===== config.mk =====
export PLATFORM = sky130hd
export DESIGN_NAME = ifu_prefetch
export DESIGN_NICKNAME = d
export VERILOG_FILES = /design/src/rtl/ifu_prefetch.sv
export SDC_FILE = /design/constraint.sdc
export NUM_CORES = 1
export LEC_CHECK = 0
export BUFFER_PORTS_ARGS = -buffer_cell sky130_fd_sc_hd__buf_2
export CORE_ASPECT_RATIO = 1.25
export CORE_MARGIN = 2
export CORE_UTILIZATION = 55
export DETAILED_ROUTE_END_ITERATION = 10
export PLACE_DENSITY = 0.79
export SETUP_SLACK_MARGIN = 0.4
export SLEW_MARGIN = 30
export SYNTH_ARGS = -nofsm -noshare
export SYNTH_HDL_FRONTEND = slang
export SYNTH_SLANG_ARGS = --single-unit

===== constraint.sdc =====
create_clock -name clk -period 4.45 [get_ports clk]
set_clock_uncertainty 0.15 [all_clocks]
set_input_delay 0.6675 -clock clk [delete_from_list [all_inputs] [get_ports clk]]
set_output_delay 0.6675 -clock clk [all_outputs]
set_load 0.01 [all_outputs]

===== src/rtl/ifu_prefetch.sv =====
// Instruction fetch front end: PC, ROM word reads, 2-entry prefetch FIFO whose head feeds IF/ID.
// ROM request to instr_o takes 2 cycles; hold stops fetching once FIFO + in-flight reach 2; jump flushes and redirects.
module ifu_prefetch #(
  parameter int                    DATA_WIDTH = 32,
  parameter int                    ADDR_WIDTH = 12,
  parameter logic [DATA_WIDTH-1:0] NOP_INSTR  = 'h00000013
) (
  input  logic                  clk,
  input  logic                  rstn,
  output logic                  rom_req_o,
  output logic [ADDR_WIDTH-1:0] rom_addr_o,
  input  logic [DATA_WIDTH-1:0] rom_data_i,
  input  logic                  hold_flag_i,
  input  logic                  jump_flag_i,
  input  logic [ADDR_WIDTH-1:0] jump_addr_i,
  output logic [DATA_WIDTH-1:0] instr_o,
  output logic [ADDR_WIDTH-1:0] instr_addr_o,
  output logic                  instr_valid_o
);

  typedef struct packed {
    logic [DATA_WIDTH-1:0] instr;
    logic [ADDR_WIDTH-1:0] addr;
  } entry_t;

  localparam logic [ADDR_WIDTH-1:0] ADDR_ONE = 1;

  entry_t                fifo_q [2];
  logic [ADDR_WIDTH-1:0] pc_q, pc_d;
  logic [ADDR_WIDTH-1:0] inflight_addr_q;
  logic                  inflight_q;
  logic                  rd_ptr_q, rd_ptr_d;
  logic                  wr_ptr_q, wr_ptr_d;
  logic [1:0]            count_q, count_d;
  logic                  pop, push;
  logic [2:0]            occupancy;

  assign instr_valid_o = (count_q != 2'd0);
  assign instr_o       = instr_valid_o ? fifo_q[rd_ptr_q].instr : NOP_INSTR;
  assign instr_addr_o  = instr_valid_o ? fifo_q[rd_ptr_q].addr  : '0;

  always_comb begin
    pop       = instr_valid_o & ~hold_flag_i & ~jump_flag_i;
    // A response landing in a jump cycle belongs to the pre-jump stream and is discarded.
    push      = inflight_q & ~jump_flag_i;
    occupancy = {1'b0, count_q} + {2'b00, inflight_q};
    rom_req_o  = 1'b0;
    rom_addr_o = pc_q;
    if (rstn) begin
      if (jump_flag_i) begin
        rom_req_o  = 1'b1;
        rom_addr_o = jump_addr_i;
      end else begin
        rom_req_o = (occupancy < (3'd2 + {2'b00, pop}));
      end
    end

    pc_d     = pc_q;
    rd_ptr_d = rd_ptr_q;
    wr_ptr_d = wr_ptr_q;
    count_d  = count_q;
    if (jump_flag_i) begin
      pc_d     = jump_addr_i + ADDR_ONE;
      rd_ptr_d = 1'b0;
      wr_ptr_d = 1'b0;
      count_d  = 2'd0;
    end else begin
      if (rom_req_o) pc_d = pc_q + ADDR_ONE;
      if (pop)       rd_ptr_d = ~rd_ptr_q;
      if (push)      wr_ptr_d = ~wr_ptr_q;
      count_d = count_q + {1'b0, push} - {1'b0, pop};
    end
  end

  always_ff @(posedge clk or negedge rstn) begin
    if (!rstn) begin
      pc_q            <= '0;
      inflight_q      <= 1'b0;
      inflight_addr_q <= '0;
      rd_ptr_q        <= 1'b0;
      wr_ptr_q        <= 1'b0;
      count_q         <= 2'd0;
      fifo_q[0]       <= '0;
      fifo_q[1]       <= '0;
    end else begin
      pc_q            <= pc_d;
      inflight_q      <= rom_req_o;
      inflight_addr_q <= rom_addr_o;
      rd_ptr_q        <= rd_ptr_d;
      wr_ptr_q        <= wr_ptr_d;
      count_q         <= count_d;
      if (push) fifo_q[wr_ptr_q] <= {rom_data_i, inflight_addr_q};
    end
  end

`ifndef SYNTHESIS
  always_ff @(posedge clk) begin
    if (rstn) begin
      assert (!(push && !pop && count_q == 2'd2))
        else $error("ifu_prefetch: prefetch FIFO overflow");
    end
  end
`endif

endmodule


# Word level (Yosys, flattened, before mapping)
# Index checks and enable logic that the tools add are counted.
# word_totals
out_inout_bits	58
ff_bits	117
# classes
n_addsub	6
bitwise_logic	9
reduce_logical	5
order_cmp	4
mux	19
# op_table
operator	count
44-bit 2-to-1 mux	4
88-bit bitwise mux	1
12-bit 2-to-1 mux	5
44-bit demux with 1-bit select	1
32-bit 2-to-1 mux	1
12-bit by 1-bit adder with 12-bit output, second input constant	2
2-bit nonzero test	4
1-bit 2-to-1 mux	6
2-bit >= comparator, second input constant	2
1-bit NOT	4
1-bit NOT with 2-bit output	2
2-bit by 1-bit adder with 3-bit output	1
2-bit by 1-bit adder with 3-bit output, first input constant	1
1-bit AND	3
3-bit < comparator	1
2-bit by 1-bit adder with 2-bit output	1
2-bit by 1-bit < comparator with 1-bit output, second input constant	1
2-bit 2-to-1 mux	1
2-bit by 1-bit subtractor with 2-bit output	1
1-bit logical AND	1

# Longest topological paths before layout
# Gate-level depths: netlist of the first run.
# depth
depth_word	9
ltp_mapped	11
mapped_depth_nobuf	8

# Worst setup path before layout of the first run
# OpenSTA, ideal clock, no wires.
# synth_path
kind	input-to-reg
from	input jump_flag_i
to	register pc_q[8]
setup_slack_ps	1646
t_arrival_ps	2568
path_buffers	3
setup_ps	87
cell_stages	10
cell_sequence	buf_6 buf_6 buf_2 o21ai_0 ha_1 nand4_1 a22oi_2 nand3_2 or4_1 o211ai_1
# synth_between
elab_chain_len	7
# synth_lines
item	line_no	rtl
start: declaration	14	input logic jump_flag_i,
1-bit NOT	43	pop = instr_valid_o & ~hold_flag_i & ~jump_flag_i;
1-bit AND	43	
2-bit by 1-bit adder with 3-bit output	54	rom_req_o = (occupancy < (3'd2 + {2'b00, pop}));
3-bit < comparator	54	
1-bit 2-to-1 mux	50	if (jump_flag_i) begin
1-bit 2-to-1 mux	49	if (rstn) begin
2-bit nonzero test (no source line)	--	
end signal: assignment	86	pc_q <= pc_d;
end: declaration	29	logic [ADDR_WIDTH-1:0] pc_q, pc_d;
# Parallel ways exist; a longest one is shown, timed or not.
# A chain may end at the register's enable or synchronous reset.

# Worst setup path after layout of the first run
# layout_path
from	register inflight_q
to	output rom_req_o
# layout_between
elab_chain_len	4
# layout_lines
item	line_no	rtl
start: declaration	31	logic inflight_q;
start signal: assignment	87	inflight_q <= rom_req_o;
2-bit by 1-bit adder with 3-bit output	46	occupancy = {1'b0, count_q} + {2'b00, inflight_q};
3-bit < comparator	54	
1-bit 2-to-1 mux	50	
1-bit 2-to-1 mux	49	
end: declaration	10	output logic rom_req_o,
# Every way passes these cells.

==> key figures, run 1 <==
Finish
  – Final nets: 596
  – Final instance area: 0.00679 sq mm
  – Share of layout cells above drive strength 1: 45.8%
  – P&R area growth vs syn: 20.9%
  – Antenna diode count: 0
  – Commonest non-fill, non-tap cell in the layout: dfrtp_1
  – Commonest cells after routing, fill and taps aside: dfrtp_1, buf_2, mux2_2

Synthesis
  – Register area share after synthesis: 52.1%
  – Syn Nets: 490
  – Flops & latches, synth: 117
  – Post-synthesis instance total: 437
  – Cell variety after synth: 42
  – Avg Inst Size Synth: 12.9 sq um
  – Synth warn: 0
  – Post-Syn Area: 0.00562 sq mm

Power
  – Clock power share: 30.7%
  – Sequential share of power: 42.8%
  – Pint: 2830 uW
  – Logic gate share of total power: 26.4%
  – Total Power Consumption: 3980 uW
  – Maximum VDD drop: 0.000298 V
  – LEAKAGE: 0.00310 uW
  – Power density cells: 586 mW/mm^2
  – Sw Share: 29.0%
  – Psw: 1150 uW

STA
  – Slew Viols, Final: 0
  – Setup TNS: 0 ns
  – RSZ-0062 raised after global routing: no
  – Part of the cycle the worst path needs: 70.8%
  – Hold Slack: 0.0920 ns
  – Rel. slew slack: 38.2%
  – Final setup vio count: 0
  – Max Freq: 318 MHz
  – Hold Vio Cnt, Final: 0
  – Worst-margin pin slew: 0.925 ns
  – Tmin final: 3.15 ns

Global routing
  – Initial antenna violation count: 0
  – Vias in the first global route: 3,874
  – Largest net degree at the start of global routing: 82
  – First-pass GRT wire length: 18.3 mm
  – GRT Util Overall: 21.8%
  – Grt ovf: 0

Floorplanning
  – Die height: 117 um
  – # IOs: 106
  – DIE AREA: 0.0110 sq mm
  – Die X: 94.4 um
  – # rows: 41
  – Core area: 0.0100 sq mm
  – Initial core utilization: 56.2%

Placed design
  – Port buffer count: 105
  – Post-DP Area: 0.00624 sq mm
  – Post-DP HPWL: 7.39 mm
  – RePlAce Congestion: 0.854

Clocking
  – CTS Buf Count: 17
  – Clk buf depth: 2
  – H-tree depth: 4
  – CTS tree: done
  – Sink Count: 117
  – Clock root cell: clkbuf_16
  – CTS hold repair buffers: 0
  – Post-CTS Setup Inserts: 0
  – Clock Latency Late Sink: 0.41 ns
  – Resize count post-CTS: 0
  – Register clock-pin slew on the reported worst setup and hold paths: 0.05 ns

Route
  – DR vias/cell: 5.48
  – Total Routed Length: 11.1 mm
  – Residual DRC count: 0
  – Via Count: 3,735
  – Post-DRT Antenna Nets: 0
  – Routed len/inst: 16.3 um
  – Detailed Route Iter0 Violations: 199
  – DRT Pass-1 Iters: 4

Critical path
  – Worst endpoint data arrival time: 2.33 ns
  – Crit path from: inflight_q
  – CP startpoint kind: flip-flop
  – R2r worst-path depth: 6
  – Setup crit end kind: output port
  – Reg2reg setup slack: 1.89 ns
  – CP Data Required Time: 3.63 ns
  – CP Capture Point: rom_req_o
  – Critical path type: reg2out
  – Worst R2R Start: inflight_q
  – CP max FO: 12
  – Worst R2R End: pc_q[11]

Min path
  – Hold WC Path Type: in2async

Flow run
  – Max Cap Viol: 0

Status
  – Status: complete, no violations
[worst min path at each step]
stage                        from         end  slack [ns]  cells past startpoint
6_report                     rstn  fifo_q[77]        0.09                      1
2_1_floorplan                rstn  count_q[0]        0.22                      0
5_1_grt                      rstn  fifo_q[41]        0.12                      1
3_5_place_dp   inflight_addr_q[3]   fifo_q[3]        0.34                      1
4_1_cts                      rstn  fifo_q[85]        0.09                      1
3_3_place_gp   inflight_addr_q[6]   fifo_q[6]        0.33                      1
[per-layer routing]
metal	GRT usage [%]	routed length [um]
met5	0	0
met4	6.47	99
met3	6.59	578
met2	36.7	5540
met1	27.2	4900
[power by group through the flow]
stage / Combinational [uW] / Clock (uW) / Sequential, uW
finish: 1050 / 1220 / 1710
global route: 1160 / 1300 / 1750
CTS: 1070 / 1250 / 1710
detailed placement: 1060 / 0 / 1720
global placement: 1030 / 0 / 1690
floorplan: 801 / 0 / 1620
[critical path, cell delays in order (launching register included)]
cell,delay [ns]
dfrtp_1,0.42
ha_1,0.34
o31ai_4,0.53
nand2b_1,0.10
a21boi_0,0.33
buf_2,0.20
[sequential cells by signal (all words and copies together) (netlist names)]
name             flops
inflight_addr_q     12
wr_ptr_q             1
fifo_q              88
inflight_q           1
count_q              2
pc_q                12
rd_ptr_q             1
[layout make-up]
type / instances / area [sq um]
clock inverters: 4 / 20.0
inverters: 4 / 15.0
repair buffers: 110 / 569
fillers: 751 / 3210
clock buffers: 25 / 526
multi-input cells: 293 / 2570
flip-flops and latches: 117 / 2930
well taps: 129 / 161
[cells in the mapped netlist (all sizes together)]
master    n  area share [%]
ha        5             1.1
o31ai     1            0.38
clkbuf    6            0.40
and2      1            0.11
a221oi    1            0.27
nand2    16             1.1
a21boi    1            0.13
inv       3            0.20
xor2     12             1.9
nand3     8            0.89
o31a      1            0.16
and4b     1            0.18
nand4     5            0.56
dfrtp   117              52
xnor2     7             1.1
or2       1            0.11
mux2    101              20
nand3b    2            0.49
or3       1            0.11
a21oi     4            0.36
clkinv    1           0.067
nor2     45             3.1
o211ai    6            0.80
and4      1            0.16
a211oi    1            0.13
o21ai     6            0.53
nor2b     3            0.33
and3      2            0.22
a22o      1            0.31
a22oi     1            0.22
nand2b    1            0.11
or4       4            0.53
mux2i    51             9.1
nor3      1           0.089
nand4b    2            0.69
buf      17             1.8
[through the flow]
stage	utilization [%]	instances	worst slack (ns)
3_3_place_gp	62.4	653	1.21
5_1_grt	67.9	682	1.17
2_1_floorplan	-	437	1.65
3_5_place_dp	62.4	653	1.15
6_report	67.9	682	1.30
4_1_cts	67.9	682	1.31
[logic make-up (layout without fill, tap and decap cells)]
logic type,count (synthesis),in the layout,share of synthesized area (%)
AO/OA/AOI/OAI,23,23,3.30
multiplexers,152,152,29.3
XOR/XNOR,19,19,2.96
buffers and inverters,27,143,2.45
flip-flops,117,117,52.1
AND/OR/NAND/NOR,94,94,8.75
adder cells (fa/ha/maj),5,5,1.11
(Power assumes the default switching activity.)
==> run 2, diff against run 1 <==
--- a/config.mk
+++ b/config.mk
@@ -8,9 +8,9 @@
 export BUFFER_PORTS_ARGS = -buffer_cell sky130_fd_sc_hd__buf_2
 export CORE_ASPECT_RATIO = 1.25
 export CORE_MARGIN = 2
-export CORE_UTILIZATION = 55
+export CORE_UTILIZATION = 50
 export DETAILED_ROUTE_END_ITERATION = 10
-export PLACE_DENSITY = 0.79
+export PLACE_DENSITY = 0.76
 export SETUP_SLACK_MARGIN = 0.4
 export SLEW_MARGIN = 30
 export SYNTH_ARGS = -nofsm -noshare
==> constraint.sdc (replaced) <==
create_clock -name clk -period 2.7 [get_ports clk]
set_clock_uncertainty 0.15 [all_clocks]
set_input_delay 0.405 -clock clk [delete_from_list [all_inputs] [get_ports clk]]
set_output_delay 0.405 -clock clk [all_outputs]
set_load 0.01 [all_outputs]
==> run 2 against run 1 <==
Register-to-register slack got worse by 1.4 ns. Power increased by 80%. Final cell count increased by 3.8%. Routed wire length increased by 9.2%. Global-route usage decreased by 1.1 points. Via count increased by 4.3%. Clock power increased by 97%. Sequential share of layout area decreased by 2.3 points.
==> key figures, run 2 (synthesized netlist as in run 1, its figures left out) <==
Status
  – Status: complete, no violations

STA
  – Worst-margin pin slew: 0.587 ns
  – Max Freq: 427 MHz
  – Tmin final: 2.34 ns
  – Rel. slew slack: 60.8%
  – Setup TNS: 0 ns
  – Hold Vio Cnt, Final: 0
  – RSZ-0062 raised after global routing: yes
  – Part of the cycle the worst path needs: 86.7%
  – Slew Viols, Final: 0
  – Final setup vio count: 0

Critical path
  – Setup crit end kind: output port
  – R2r worst-path depth: 8
  – Worst path depth: 5
  – Slowest-stage cell, CP: dfrtp_2
  – Crit path from: inflight_q
  – Worst R2R End: pc_q[8]
  – Worst endpoint data arrival time: 1.79 ns
  – CP delay by family, top: flip-flops
  – Reg2reg setup slack: 0.52 ns
  – CP max stage delay: 0.43 ns
  – CP Capture Point: rom_req_o
  – CP max FO: 2
  – Critical path type: reg2out
  – CP startpoint kind: flip-flop
  – CP Data Required Time: 2.14 ns
  – CP bufs+invs: 1
  – Worst R2R Start: pc_q[0]
  – Worst-path cell chain: ha_4, o31ai_4, nand2b_1, a21boi_2, buf_2

Finish
  – Fillers: 854
  – Share of layout cells above drive strength 1: 48.7%
  – Biggest regs: fifo_q: 88 flops, inflight_addr_q: 12 flops, pc_q: 12 flops
  – P&R area growth vs syn: 27.7%
  – Final nets: 613
  – Post-layout util: 65.0%
  – Reg with most FFs: fifo_q
  – Final instance area: 0.00717 sq mm
  – Max FFs per register: 88
  – Commonest non-fill, non-tap cell in the layout: dfrtp_1
  – Antenna diode count: 0
  – Commonest cells after routing, fill and taps aside: dfrtp_1, buf_2, mux2_2

Route
  – Routed len/inst: 17.2 um
  – WL met2: 6.25 mm
  – Max Used Layer: met4
  – Post-DRT Antenna Nets: 0
  – WL met3: 455 um
  – Total Routed Length: 12.1 mm
  – Met1 Wirelength: 5.31 mm
  – DR vias/cell: 5.50
  – Detailed Route Iter0 Violations: 144
  – Residual DRC count: 0
  – Via Count: 3,895
  – DRT Pass-1 Iters: 4

Floorplanning
  – # IOs: 106
  – Core area: 0.0110 sq mm
  – # rows: 43
  – Initial core utilization: 50.9%
  – Die X: 98.8 um
  – Die height: 123 um
  – DIE AREA: 0.0121 sq mm

Flow run
  – Max Cap Viol: 0

Power
  – LEAKAGE: 0.00325 uW
  – Power density cells: 997 mW/mm^2
  – Pint: 5140 uW
  – Clock power share: 33.6%
  – Sw Share: 28.2%
  – Maximum VDD drop: 0.000444 V
  – Logic gate share of total power: 27.6%
  – Psw: 2020 uW
  – Sequential share of power: 38.8%

Global routing
  – GRT Util Overall: 20.6%
  – First-pass GRT wire length: 19.5 mm
  – Initial antenna violation count: 0
  – Grt ovf: 0
  – Vias in the first global route: 3,968
  – Largest net degree at the start of global routing: 113

Clocking
  – Clock Latency Late Sink: 0.41 ns
  – Register clock-pin slew on the reported worst setup and hold paths: 0.05 ns
  – Clock root cell: clkbuf_16
  – CTS tree: done
  – Clk buf depth: 2
  – Sink Count: 117
  – H-tree depth: 4
  – CTS Buf Count: 17

Placed design
  – Port buffer count: 105
  – RePlAce Congestion: 0.824
  – Post-DP Area: 0.00635 sq mm
  – Post-DP HPWL: 7.56 mm

Min path
  – Hold WC Path Type: in2async
==> run 2: layer usage <==
layer	vias up	GRT usage [%]
li1	1799	-
met1	1987	25.5
met2	98	35.3
met3	11	5.30
met4	0	6.76
met5	-	0
==> run 2: timing repair <==
| item | in CTS | in global routing |
|---|---|---|
| pin swaps | 3 | 2 |
| setup endpoints to repair | 45 | 8 |
| gates cloned | 0 | 1 |
| hold buffers | 1 | 0 |
| hold endpoints to repair | 5 | 0 |
| gates resized for setup | 9 | 5 |
| setup buffers | 8 | 3 |
==> run 2: worst min path at each step <==
stage	cells after the start	start	end
floorplan	0	rstn	count_q[0]
global placement	1	rstn	pc_q[3]
detailed placement	1	rstn	pc_q[3]
CTS	2	rstn	fifo_q[0]
global route	2	rstn	fifo_q[37]
finish	2	rstn	fifo_q[83]
==> run 2: metrics by stage <==
step	std cells	total power (uW)	hold WS (ns)	setup WS [ns]
after floorplan	437	4000	-0.0406	0.392
after global routing	708	7560	0.0831	0.309
after CTS	704	7140	0.0598	0.326
after global placement	663	4530	0.107	0.356
final	708	7150	0.0305	0.359
after detailed placement	663	4630	0.108	0.275
==> run 2: area by class of cell <==
cell class                 count  area (sq um)  share of cell area, %
sequential                   117          2930                   40.9
multi-input combinational    293          2630                   36.6
timing repair buffer         127           800                   11.1
clock buffer                  21           450                   6.28
clock inverter                11           180                   2.51
tap                          135           169                   2.35
inverter                       4          15.0                  0.209
==> run 2: power by group through the flow <==
| stage | combinational, uW | clock, uW | sequential, uW |
|---|---|---|---|
| 6_report | 1980 | 2400 | 2780 |
| 5_1_grt | 2170 | 2530 | 2860 |
| 4_1_cts | 1920 | 2440 | 2780 |
| 3_5_place_dp | 1820 | 0 | 2810 |
| 3_3_place_gp | 1770 | 0 | 2760 |
| 2_1_floorplan | 1330 | 0 | 2670 |
